## src/rtl/pipeline_pkg.sv

```systemverilog
// rtl/pipeline_pkg.sv - shared hazard-controller types and constants
package pipeline_pkg;

   typedef enum logic [1:0] {RUN, LOADSTALL, FLUSH} hazState_t;

   localparam logic [1:0] FWD_REGFILE = 2'b00;
   localparam logic [1:0] FWD_WB      = 2'b01;
   localparam logic [1:0] FWD_MEM     = 2'b10;

   localparam int PCREG = 15;

endpackage

```

## src/rtl/forward_unit.sv

```systemverilog
// rtl/forward_unit.sv - combinational operand-forwarding select for one execute operand
module forward_unit
   import pipeline_pkg::*;
#(
   parameter int ADDRESSWIDTH = 4,
   parameter int PCREG        = pipeline_pkg::PCREG
) (
   input  logic [ADDRESSWIDTH-1:0] exRegAddress,
   input  logic [ADDRESSWIDTH-1:0] memDestAddress,
   input  logic                    memRegWrite,
   input  logic [ADDRESSWIDTH-1:0] wbDestAddress,
   input  logic                    wbRegWrite,
   output logic [1:0]              forwardSelect
);

   localparam logic [ADDRESSWIDTH-1:0] PC_ADDR = ADDRESSWIDTH'(PCREG);

   logic isPc;

   assign isPc = (exRegAddress == PC_ADDR);

   // Memory stage holds the younger result, so it wins over writeback.
   always_comb begin
      forwardSelect = FWD_REGFILE;
      if (!isPc && memRegWrite && (memDestAddress == exRegAddress)) begin
         forwardSelect = FWD_MEM;
      end else if (!isPc && wbRegWrite && (wbDestAddress == exRegAddress)) begin
         forwardSelect = FWD_WB;
      end
   end

endmodule

```

## src/rtl/hazard_controller.sv

```systemverilog
// rtl/hazard_controller.sv - load-use stall, redirect flush, forwarding and lost-cycle count
module hazard_controller
   import pipeline_pkg::*;
#(
   parameter int WIDTH           = 8,
   parameter int ADDRESSWIDTH    = 4,
   parameter int PCREG           = pipeline_pkg::PCREG,
   parameter int FLUSHCYCLES     = 2,
   parameter int STALLCOUNTWIDTH = 2 * WIDTH
) (
   input  logic                       clock,
   input  logic                       reset,
   input  logic [ADDRESSWIDTH-1:0]    decReg1Address,
   input  logic [ADDRESSWIDTH-1:0]    decReg2Address,
   input  logic                       decUsesReg1,
   input  logic                       decUsesReg2,
   input  logic [ADDRESSWIDTH-1:0]    exReg1Address,
   input  logic [ADDRESSWIDTH-1:0]    exReg2Address,
   input  logic [ADDRESSWIDTH-1:0]    exDestAddress,
   input  logic [ADDRESSWIDTH-1:0]    memDestAddress,
   input  logic [ADDRESSWIDTH-1:0]    wbDestAddress,
   input  logic                       exRegWrite,
   input  logic                       memRegWrite,
   input  logic                       wbRegWrite,
   input  logic                       exIsLoad,
   input  logic                       branchTaken,
   output logic                       stallFetch,
   output logic                       stallDecode,
   output logic                       flushDecode,
   output logic                       flushExecute,
   output logic [1:0]                 forward1Select,
   output logic [1:0]                 forward2Select,
   output logic [STALLCOUNTWIDTH-1:0] lostCycles
);

   localparam logic [ADDRESSWIDTH-1:0] PC_ADDR    = ADDRESSWIDTH'(PCREG);
   localparam logic [1:0]              FLUSH_LOAD = 2'(FLUSHCYCLES - 1);

   hazState_t  state, nextState;
   logic [1:0] flushCount, nextFlushCount;
   logic       luHaz;

   assign luHaz = exIsLoad && exRegWrite && (exDestAddress != PC_ADDR) &&
                  ((decUsesReg1 && (decReg1Address == exDestAddress)) ||
                   (decUsesReg2 && (decReg2Address == exDestAddress)));

   always_ff @(posedge clock or negedge reset) begin
      if (!reset) begin
         state      <= RUN;
         flushCount <= 2'd0;
      end else begin
         state      <= nextState;
         flushCount <= nextFlushCount;
      end
   end

   // LOADSTALL shares the redirect path with RUN but never re-stalls on the same load.
   always_comb begin
      nextState      = state;
      nextFlushCount = flushCount;
      stallFetch     = 1'b0;
      stallDecode    = 1'b0;
      flushDecode    = 1'b0;
      flushExecute   = 1'b0;
      case (state)
         RUN, LOADSTALL: begin
            nextState = RUN;
            if (branchTaken) begin
               flushDecode  = 1'b1;
               flushExecute = 1'b1;
               if (FLUSHCYCLES > 1) begin
                  nextState      = FLUSH;
                  nextFlushCount = FLUSH_LOAD;
               end
            end else if ((state == RUN) && luHaz) begin
               stallFetch   = 1'b1;
               stallDecode  = 1'b1;
               flushExecute = 1'b1;
               nextState    = LOADSTALL;
            end
         end
         FLUSH: begin
            flushDecode    = 1'b1;
            flushExecute   = 1'b1;
            nextFlushCount = flushCount - 2'd1;
            if (flushCount <= 2'd1) begin
               nextState      = RUN;
               nextFlushCount = 2'd0;
            end
         end
         default: begin
            nextState      = RUN;
            nextFlushCount = 2'd0;
         end
      endcase
   end

   always_ff @(posedge clock or negedge reset) begin
      if (!reset) begin
         lostCycles <= '0;
      end else if ((stallFetch || flushExecute) && (lostCycles != '1)) begin
         lostCycles <= lostCycles + STALLCOUNTWIDTH'(1);
      end
   end

   forward_unit #(.ADDRESSWIDTH(ADDRESSWIDTH), .PCREG(PCREG)) u_fwd1 (
      .exRegAddress   (exReg1Address),
      .memDestAddress (memDestAddress),
      .memRegWrite    (memRegWrite),
      .wbDestAddress  (wbDestAddress),
      .wbRegWrite     (wbRegWrite),
      .forwardSelect  (forward1Select)
   );

   forward_unit #(.ADDRESSWIDTH(ADDRESSWIDTH), .PCREG(PCREG)) u_fwd2 (
      .exRegAddress   (exReg2Address),
      .memDestAddress (memDestAddress),
      .memRegWrite    (memRegWrite),
      .wbDestAddress  (wbDestAddress),
      .wbRegWrite     (wbRegWrite),
      .forwardSelect  (forward2Select)
   );

endmodule

```

## config.mk

```make
export PLATFORM = sky130hd
export DESIGN_NAME = hazard_controller
export DESIGN_NICKNAME = d
export VERILOG_FILES = /design/src/rtl/pipeline_pkg.sv /design/src/rtl/forward_unit.sv /design/src/rtl/hazard_controller.sv
export SDC_FILE = /design/constraint.sdc
export NUM_CORES = 1
export LEC_CHECK = 0
export CORE_MARGIN = 2
export CORE_UTILIZATION = 37
export CTS_CLUSTER_DIAMETER = 100
export CTS_CLUSTER_SIZE = 40
export DETAILED_ROUTE_END_ITERATION = 10
export PLACE_DENSITY = 0.75
export RECOVER_POWER = 25
export REMOVE_ABC_BUFFERS = 1
export SYNTH_ARGS = -nofsm -noshare
export SYNTH_HDL_FRONTEND = slang
export SYNTH_HIERARCHICAL = 1
export SYNTH_SLANG_ARGS = --single-unit
```

## constraint.sdc

```tcl
create_clock -name clock -period 1.8 [get_ports clock]
set_input_delay 0.18 -clock clock [delete_from_list [all_inputs] [get_ports clock]]
set_output_delay 0.18 -clock clock [all_outputs]
set_load 0.01 [all_outputs]
```

; Yosys cells after proc, flatten, opt, wreduce, memory -nomap -nowiden
; Index checks and enable logic that the tools add are counted.
[totals]
regBits = 20
latch_bits = 0
mem_bits_rw = 0
mem_bits_ro = 0
inputBits = 37
out_inout_bits = 24
word_cells = 59
mem_count = 0
[op_classes]
addsub = 2
n_mul = 0
div = 0
order_cmp = 1
eq_ne = 14
n_shift = 0
muxes = 18
bitwise = 0
n_reduce_logical = 21
[ops]
columns = cell, count
row1 = $eq A4 B4 Y1, 6
row2 = $add A16 B1 Y16 const B, 1
row3 = $ne A16 B16 Y1 const B, 1
row4 = $logic_and A1 B1 Y1, 15
row5 = $mux W2, 6
row6 = $eq A4 B4 Y1 const B, 2
row7 = $mux W1, 8
row8 = $pmux W2 S2, 2
row9 = $ne A2 B2 Y1 const B, 2
row10 = $ne A4 B4 Y1 const B, 1
row11 = $pmux W1 S2, 2
row12 = $eq A2 B1 Y1 const B, 1
row13 = $eq A2 B2 Y1 const B, 1
row14 = $le A2 B1 Y1 const B, 1
row15 = $logic_not A1 Y1, 2
row16 = $logic_not A2 Y1, 1
row17 = $logic_or A1 B1 Y1, 2
row18 = $reduce_or A2 Y1, 1
row19 = $sub A2 B1 Y2 const B, 1

; Longest topological paths before layout
; Gate-level depths: netlist of run 1.
[logic_depth]
ltp_word = 10
depth_mapped = 8
mapped_depth_nobuf = 7

; Modules after synthesis
; Netlist of run 1, hierarchy kept.
[by_module_without_submodules]
columns = mod, n_inst, cells_each, area_per_inst_um2, seq_area_each_um2
row1 = hazard_controller, 1, 114, 1121.1, 500.5
row2 = forward_unit, 2, 17, 116.4, 0.0

; Least setup slack after synthesis of run 1
; OpenSTA, ideal clock, no wires.
[synth_path]
path_kind = register -> register
start = register state[1]
end = register lostCycles[5]
t_arrival_ps = 1746
required_ps = 1675
path_slack_ps = -72
path_stages_with_launch = 8
n_path_buf = 1
path_cell_list = dfrtp_1 -> buf_6 -> nor2_1 -> and4_1 -> and4_4 -> nor3_4 -> or4_1 -> xnor2_1
[synth_between]
elab_chain_len = 7
word_cells_on_any_way = 12
cone_classes = 2 x eq/ne / 5 x mux / 5 x reduce/logical
[synth_rtl]
columns = element, line_no
row1 = "start, declared", hazard_controller.sv:39  ; hazState_t state, nextState;
row2 = "start signal, assigned", hazard_controller.sv:52  ; state <= nextState;
row3 = $logic_not A2 Y1, "hazard_controller.sv:65, hazard_controller.sv:75"
row4 = $logic_and A1 B1 Y1, hazard_controller.sv:75  ; end else if ((state == RUN) && luHaz) begin
row5 = $mux W1, hazard_controller.sv:75
row6 = $mux W1, hazard_controller.sv:68  ; if (branchTaken) begin
row7 = $pmux W1 S2 or $mux W1 (tied branches), hazard_controller.sv:65  ; case (state)
row8 = $logic_or A1 B1 Y1 *, hazard_controller.sv:101  ; end else if ((stallFetch || flushExecute) && (lostCycles != '1)) begin
row9 = $logic_and A1 B1 Y1 *, hazard_controller.sv:101
row10 = "end signal, assigned", hazard_controller.sv:102  ; lostCycles <= lostCycles + STALLCOUNTWIDTH'(1);
row11 = "end, declared", hazard_controller.sv:33  ; output logic [STALLCOUNTWIDTH-1:0] lostCycles
; Mark *: on every way between the ends. The rest lies on a longest branch, timed or not.
; A chain may end at the register's enable or synchronous reset.

; Worst setup path in the final report of run 1
[layout_path]
start = register state[0]
end = register lostCycles[5]
; The elaborated chain is that of the path after synthesis.

==> results of run 1 <==
## cell families (layout without fill, tap and decap cells)
group	count (synthesis)	count (layout)	synth area share
AND/OR/NAND/NOR	69	69	0.279
XOR/XNOR	28	28	0.181
flip-flops	20	20	0.370
AO/OA/AOI/OAI	15	15	0.0749
buffers and inverters	8	100	0.0305
multiplexers	7	7	0.0555
adder cells (fa/ha/maj)	1	1	0.00924
## final cells by class
cell class | instances | area, sq um
sequential | 20 | 500
multi-input combinational | 120 | 941
fill | 270 | 1040
inverter | 6 | 22.5
tap | 46 | 57.6
timing repair buffer | 90 | 817
clock buffer | 4 | 36.3
## synth_stat cells, types with 2 or more instances
library cell,count,area (sq um)
and4_1,3,26.3
nand3_1,10,50.1
nand2_1,14,52.6
nor4_1,2,12.5
and2_1,3,18.8
mux2_1,3,33.8
inv_1,5,18.8
xnor2_1,18,158
a31oi_1,2,12.5
nor2_1,13,48.8
o31ai_1,2,15.0
xor2_1,10,87.6
nand4_1,6,37.5
and4_4,2,22.5
o221a_1,2,22.5
nor3_1,9,45.0
o21ai_0,3,15.0
dfrtp_1,20,500
mux2i_1,3,30.0
a21oi_1,4,20.0
## cell usage in the layout, fill, tap and decap left out, types with 3 or more instances in the layout
master / Yosys / routed
mux2i_1: 3 / 3
clkbuf_4: 0 / 3
buf_2: 0 / 3
nor3_1: 9 / 5
dlygate4sd2_1: 0 / 12
nand3_1: 10 / 9
dfrtp_1: 20 / 20
xor2_1: 10 / 10
inv_1: 5 / 5
nor2_1: 13 / 12
clkdlybuf4s50_1: 0 / 42
and4_1: 3 / 3
mux2_4: 0 / 3
xnor2_1: 18 / 17
and2_1: 3 / 3
a21oi_1: 4 / 4
nor3_4: 1 / 4
o21ai_0: 3 / 3
nand2_1: 14 / 12
nand4_1: 6 / 6
buf_4: 1 / 26
## path summary, 6_finish.rpt
check / from / to / cells past startpoint
max in group asynchronous: reset / lostCycles[9] / 2
max: state[0] / lostCycles[5] / 7
min in group asynchronous: reset / state[1] / 2
min reg2reg: lostCycles[11] / lostCycles[11] / 1
max reg2reg: state[0] / lostCycles[5] / 7
min: branchTaken / state[1] / 3
## registers in the layout, indices dropped and copies added (netlist names)
signal and flops:
lostCycles 16, flushCount 2, state 2
## tightest hold or removal path, cell delays in order
cell             delay (ns)
clkdlybuf4s50_1        0.42
inv_1                  0.07
o21ai_0                0.08
## metrics by stage
step,setup WS (ns),utilization
after global placement,-0.403,0.636
after global routing,-0.208,0.695
final,-0.164,0.695
after detailed placement,-0.440,0.636
after CTS,-0.115,0.676
after floorplan,-0.0507,-
## repair_timing
item	CTS	global route
gates resized for setup	38	14
buffers inserted	3	3
setup endpoints to repair	19	20
cloned	0	0
pin swaps	10	13
## power breakdown
group	total [uW]	internal [uW]	switching, uW
clock	270	124	147
sequential	646	551	95.3
combinational	943	529	414
## routing by layer
layer / vias up / GRT usage
met2: 47 / 0.401
li1: 715 / -
met1: 713 / 0.217
met3: 6 / 0.0243
met4: 0 / 0.0984
met5: - / 0
==> results by group, run 1 <==
Global route
  – Total congestion overflow: 0
  – Vias in the first global route: 1,529
  – Antenna violations before repair: 0
  – First-pass GRT wire length: 6.65 mm
  – Gr usage total: 0.206
  – Largest net degree at the start of global routing: 21

Floorplanning
  – Starting Density: 0.396
  – DIE WIDTH: 64.5 microns
  – Die area: 4160 sq um
  – Core Region: 3420 sq um
  – Die height: 64.5 microns
  – Cell row count: 21
  – # IOs: 61

STA
  – # setup viols final: 14
  – Worst slew pin tran: 1.10 ns
  – Worst slew margin: 0.270
  – Min Hold Slack: 0.466 ns
  – Slew Viols, Final: 0
  – Final setup TNS: -0.782 ns
  – RSZ-0062 raised after global routing: yes
  – Post-layout minimum cycle time: 1.96 ns
  – Fin crit share: 1.09
  – Clk_skew: 0.0119 ns
  – Final Hold Viols: 0
  – Fmax: 0.509 GHz
  – Final WS setup: -0.164 ns

Route
  – Remaining DRCs: 0
  – Wire length on met1: 1.75 mm
  – DRC marker count from the first detailed-route iteration: 53
  – WL/cell: 15.6 microns
  – DR vias/cell: 5.18
  – Top layer in use: met4
  – Met3 wire length: 185 microns
  – Met2 WL post-DR: 2.45 mm
  – ANT nets after route: 0
  – Drt pass-1 iters: 4
  – Total Wirelength: 4.46 mm
  – Vias post-DR: 1,481

Placed design
  – Final GP Congestion: 0.804
  – Port bufs: 60
  – Hpwl dp: 3.14 mm
  – Total placed cells including tap cells: 276
  – Post-DP Area: 2170 sq um

Synth
  – FFs w/ async S/R, synth: 1.00
  – #FFs+latches synth: 20
  – Ys flop type: dfrtp_1
  – Post-Synthesis Cells: 148
  – Cell Area, Synth: 1350 sq um
  – Syn Area/Cell: 9.15 sq um
  – EDFF count, synth: 0
  – Unique masters post-synth: 34
  – Yosys warns: 6
  – Seq/Total Area, Yosys: 0.370

Finish
  – Layout cells sized above 1: 0.250
  – Finished Layout Cells: 286
  – P&R area growth vs syn: 75.4%
  – Finished Cell Area: 2370 sq um
  – Number of diodes: 0
  – NumNets Final: 279

Clock network
  – Root buf cell: clkbuf_4
  – CTS H-Tree Depth: 1
  – Clock transition at path regs: 0.12 ns
  – Clock Sinks: 20
  – CTS tree: built
  – CTS Buf Count: 3
  – Hold buffers post-CTS: 0
  – Worst-skew pair later-pin latency: 0.31 ns
  – CTS Buffer Depth: 2

Critical path
  – CP Class: flop to flop
  – Critical path data arrival time: 2.18 ns
  – Critical path capture point type: flop
  – CP delay by family, top: simple AND/OR/NAND/NOR gates
  – Critical Path RT: 2.02 ns
  – Slowest stage cell, crit path: or4_4
  – Worst Path Buf+Inv: 1
  – CP max stage delay: 0.49 ns
  – CP Launch Type: flop
  – Worst-path cell chain: nor2_2 > and4_1 > and4_4 > nor3_4 > buf_6 > or4_4 > xnor2_2
  – Worst-path maximum fanout: 3
  – R2R Setup Slk: -0.16 ns

Run
  – Max Cap Viol: 0

Power and ir drop
  – Power Total: 1860 uW
  – Cell area power density: 783 nW/um^2
  – Leakage: 0.00102 uW
  – Max VDD drop: 357 uV

Run status
  – Status: finished with violations
  – Failing checks: setup timing

Min path
  – Hold WC Path Type: input pin to flop
No activity file was read; power rests on OpenSTA's default activity.
==> inputs of run 2 (changes only) <==
CORE_UTILIZATION = 38   (was 37)
CTS_CLUSTER_SIZE = 20   (was 40)
PLACE_DENSITY = 0.77   (was 0.75)
SYNTH_HIERARCHICAL = not set   (was 1)
==> results by group, run 2 <==
STA
  – Fin crit share: 1.09 (about the same)
  – Worst slew pin tran: 1.08 ns (was 1.10 ns)
  – Fmax: 0.512 GHz (was 0.509 GHz)
  – Worst slew margin: 0.282 (was 0.270)
  – Final Hold Viols: 0 (unchanged)
  – Slew Viols, Final: 0 (unchanged)
  – Post-layout minimum cycle time: 1.95 ns (was 1.96 ns)
  – Final setup TNS: -1.35 ns (was -0.782 ns)
  – Min Hold Slack: 0.507 ns (was 0.466 ns)
  – Clk_skew: 0.00197 ns (was 0.0119 ns)
  – # setup viols final: 16 (was 14)
  – RSZ-0062 raised after global routing: yes (unchanged)
  – Final WS setup: -0.155 ns (was -0.164 ns)

Clock network
  – CTS H-Tree Depth: 1 (unchanged)
  – CTS Buffer Depth: 2 (unchanged)
  – Clock transition at path regs: 0.10 ns (was 0.12 ns)
  – Root buf cell: clkbuf_4 (unchanged)
  – Clock Sinks: 20 (unchanged)
  – CTS tree: built (unchanged)
  – CTS Buf Count: 3 (unchanged)
  – Hold buffers post-CTS: 0 (unchanged)
  – Worst-skew pair later-pin latency: 0.30 ns (was 0.31 ns)

Critical path
  – Worst-path maximum fanout: 11 (was 3)
  – Slowest stage cell, crit path: dfrtp_1 (was or4_4)
  – Worst-path cell chain: and4bb_1 > buf_4 > nand4b_1 > o32ai_2 > nor2_2 > buf_12 > buf_6 > nor3b_2 > xor2_1 (was nor2_2 > and4_1 > and4_4 > nor3_4 > buf_6 > or4_4 > xnor2_2)
  – CP Class: flop to flop (unchanged)
  – Critical path data arrival time: 2.18 ns (about the same)
  – Critical Path RT: 2.02 ns (about the same)
  – Critical path capture point type: flop (unchanged)
  – CP Launch Type: flop (unchanged)
  – Worst Path Buf+Inv: 3 (was 1)
  – CP delay by family, top: simple AND/OR/NAND/NOR gates (unchanged)
  – CP max stage delay: 0.40 ns (was 0.49 ns)

Synth
  – Post-Synthesis Cells: 144 (was 148)
  – #FFs+latches synth: 20 (unchanged)
  – Syn Area/Cell: 9.62 sq um (was 9.15 sq um)
  – Most frequent cell after synthesis: xor2_1 (was dfrtp_1)
  – Top post-synthesis cells by area: dfrtp_1 36%, xor2_1 17%, nand3_1 4.3% (was dfrtp_1 37%, xnor2_1 12%, xor2_1 6.5%)
  – Unique masters post-synth: 36 (was 34)
  – FFs w/ async S/R, synth: 1.00 (unchanged)
  – EDFF count, synth: 0 (unchanged)
  – Synth top area share: 0.361 (was 0.370)
  – Yosys warns: 0 (was 6)
  – Ys flop type: dfrtp_1 (unchanged)
  – Seq/Total Area, Yosys: 0.361 (was 0.370)
  – Post-synth top area cell: dfrtp_1 (unchanged)
  – Cell Area, Synth: 1390 sq um (was 1350 sq um)
  – Synth cell count leaders: 27 x xor2_1, 20 x dfrtp_1, 12 x nand3_1 (was 20 x dfrtp_1, 18 x xnor2_1, 14 x nand2_1)

Route
  – Remaining DRCs: 0 (unchanged)
  – Vias post-DR: 1,491 (was 1,481)
  – DR vias/cell: 5.20 (was 5.18)
  – WL/cell: 15.8 microns (was 15.6 microns)
  – DRC marker count from the first detailed-route iteration: 76 (was 53)
  – Total Wirelength: 4.53 mm (was 4.46 mm)
  – Drt pass-1 iters: 4 (unchanged)
  – ANT nets after route: 0 (unchanged)

Finish
  – Multi-input gate area: 991 sq um (was 941 sq um)
  – Most common cell after layout, fill and taps aside: clkdlybuf4s50_1 (unchanged)
  – Largest regs: lostCycles x16, flushCount x2, state x2 (unchanged)
  – NumNets Final: 281 (was 279)
  – Largest register by flop count: lostCycles (unchanged)
  – Layout cells sized above 1: 0.303 (was 0.250)
  – Layout fillers: 246 (was 270)
  – Max reg flops: 16 (unchanged)
  – P&R area growth vs syn: 77.9% (was 75.4%)
  – Reg area: 500 sq um (unchanged)
  – Number of diodes: 0 (unchanged)
  – Most frequent cells in the layout: 36 x clkdlybuf4s50_1, 34 x buf_4, 27 x xor2_1 (was 42 x clkdlybuf4s50_1, 26 x buf_4, 20 x dfrtp_1)

Global route
  – Most used routing layer in global routing: met2 (unchanged)
  – Met2 global-route usage: 0.411 (was 0.401)
  – Largest net degree at the start of global routing: 21 (unchanged)
  – M1 GR Usage: 0.236 (was 0.217)
  – First-pass GRT wire length: 6.96 mm (was 6.65 mm)
  – Vias in the first global route: 1,548 (was 1,529)
  – Met3 usage: 0.0475 (was 0.0243)
  – Gr usage total: 0.213 (was 0.206)
  – Antenna violations before repair: 0 (unchanged)
  – Total congestion overflow: 0 (unchanged)

Floorplanning
  – Die area: 4140 sq um (was 4160 sq um)
  – Starting Density: 0.405 (was 0.396)
  – Die height: 64.4 microns (was 64.5 microns)
  – Cell row count: 21 (unchanged)
  – Core Region: 3420 sq um (unchanged)
  – DIE WIDTH: 64.4 microns (was 64.5 microns)
  – # IOs: 61 (unchanged)

Run status
  – Status: finished with violations (unchanged)
  – Failing checks: setup timing (unchanged)

Placed design
  – Setup slack at placement: -0.479 ns (was -0.440 ns)
  – Hpwl dp: 3.21 mm (was 3.14 mm)
  – Final GP Congestion: 0.868 (was 0.804)
  – Port bufs: 60 (unchanged)

Power and ir drop
  – Leakage: 0.00112 uW (was 0.00102 uW)
  – Cell area power density: 699 nW/um^2 (was 783 nW/um^2)
  – Max VDD drop: 648 uV (was 357 uV)

Min path
  – Hold WC Path Type: flop to flop (was input pin to flop)

Run
  – Max Cap Viol: 0 (unchanged)
run 2: changes by cell type in the layout (fill, tap and decap cells not counted), moves of 4 or more:
cell / change
buf_4: +8
xnor2_1: -12
nor2_1: -4
xor2_1: +17
and3_1: +4
nor4_2: +5
nand2_1: -7
clkdlybuf4s50_1: -6
run 2: area by class of cell:
class | instances | share of cell area
sequential | 20 | 0.203
timing repair buffer | 98 | 0.358
multi-input combinational | 117 | 0.402
tap | 46 | 0.0234
clock buffer | 3 | 0.00914
inverter | 3 | 0.00457
run 2: power by group:
group	switching [uW]	leakage [uW]	internal (uW)	total, uW
combinational	346	0.000863	479	825
sequential	133	0.000241	556	689
clock	130	0.0000138	78.0	208
total	609	0.00112	1110	1720
run 2: final timing paths:
path,start,cells past startpoint,slack [ns],end
worst max-delay path,state[1],9,-0.15,lostCycles[3]
worst min-delay path,lostCycles[10],1,0.51,lostCycles[10]
worst max register to register,state[1],9,-0.15,lostCycles[3]
worst min register to register,lostCycles[10],1,0.51,lostCycles[10]
max in group asynchronous,reset,2,0.58,lostCycles[10]
min in group asynchronous,reset,2,0.58,lostCycles[11]
run 2: kinds of logic (layout without fill, tap and decap cells):
group	after synthesis	after routing	synth area share
xor gates and xnor gates	33	33	0.209
muxes	2	2	0.0154
buffers and inverters	7	104	0.0334
AOI/OAI and AO/OA	12	12	0.0587
adders and majority gates	1	1	0.00903
DFF	20	20	0.361
and+or+nand+nor	69	69	0.313
run 2: layer usage:
metal | share of wire | vias up
met5 | 0 | -
li1 | - | 717
met2 | 0.56 | 44
met4 | 0.011 | 0
met1 | 0.38 | 724
met3 | 0.053 | 6
run 2: worst register-to-register path, cell delays in order, from the launching register on:
cell      delay, ns
dfrtp_1        0.40
and4bb_1       0.30
buf_4          0.13
nand4b_1       0.11
o32ai_2        0.14
nor2_2         0.10
buf_12         0.16
buf_6          0.13
nor3b_2        0.21
xor2_1         0.19
run 2: timing repair:
| action | CTS | global route |
|---|---|---|
| setup buffers | 8 | 2 |
| endpoints found under the setup margin | 22 | 20 |
| resized for setup | 37 | 23 |
| pin swaps | 17 | 14 |
run 2: per-stage QoR:
step / power, uW / area (sq um) / cells / utilization
2_1_floorplan: 955 / 1350 / 140 / -
3_3_place_gp: 1420 / 2240 / 274 / 0.655
3_5_place_dp: 1460 / 2240 / 274 / 0.655
4_1_cts: 1680 / 2340 / 285 / 0.686
5_1_grt: 1830 / 2460 / 287 / 0.721
6_report: 1720 / 2460 / 287 / 0.721
==> inputs of run 3 (changes only) <==
HOLD_SLACK_MARGIN = 0.02   (was not set)
==> results of run 3 <==
No change in the layout: final DEF, timing and power equal those of run 2.
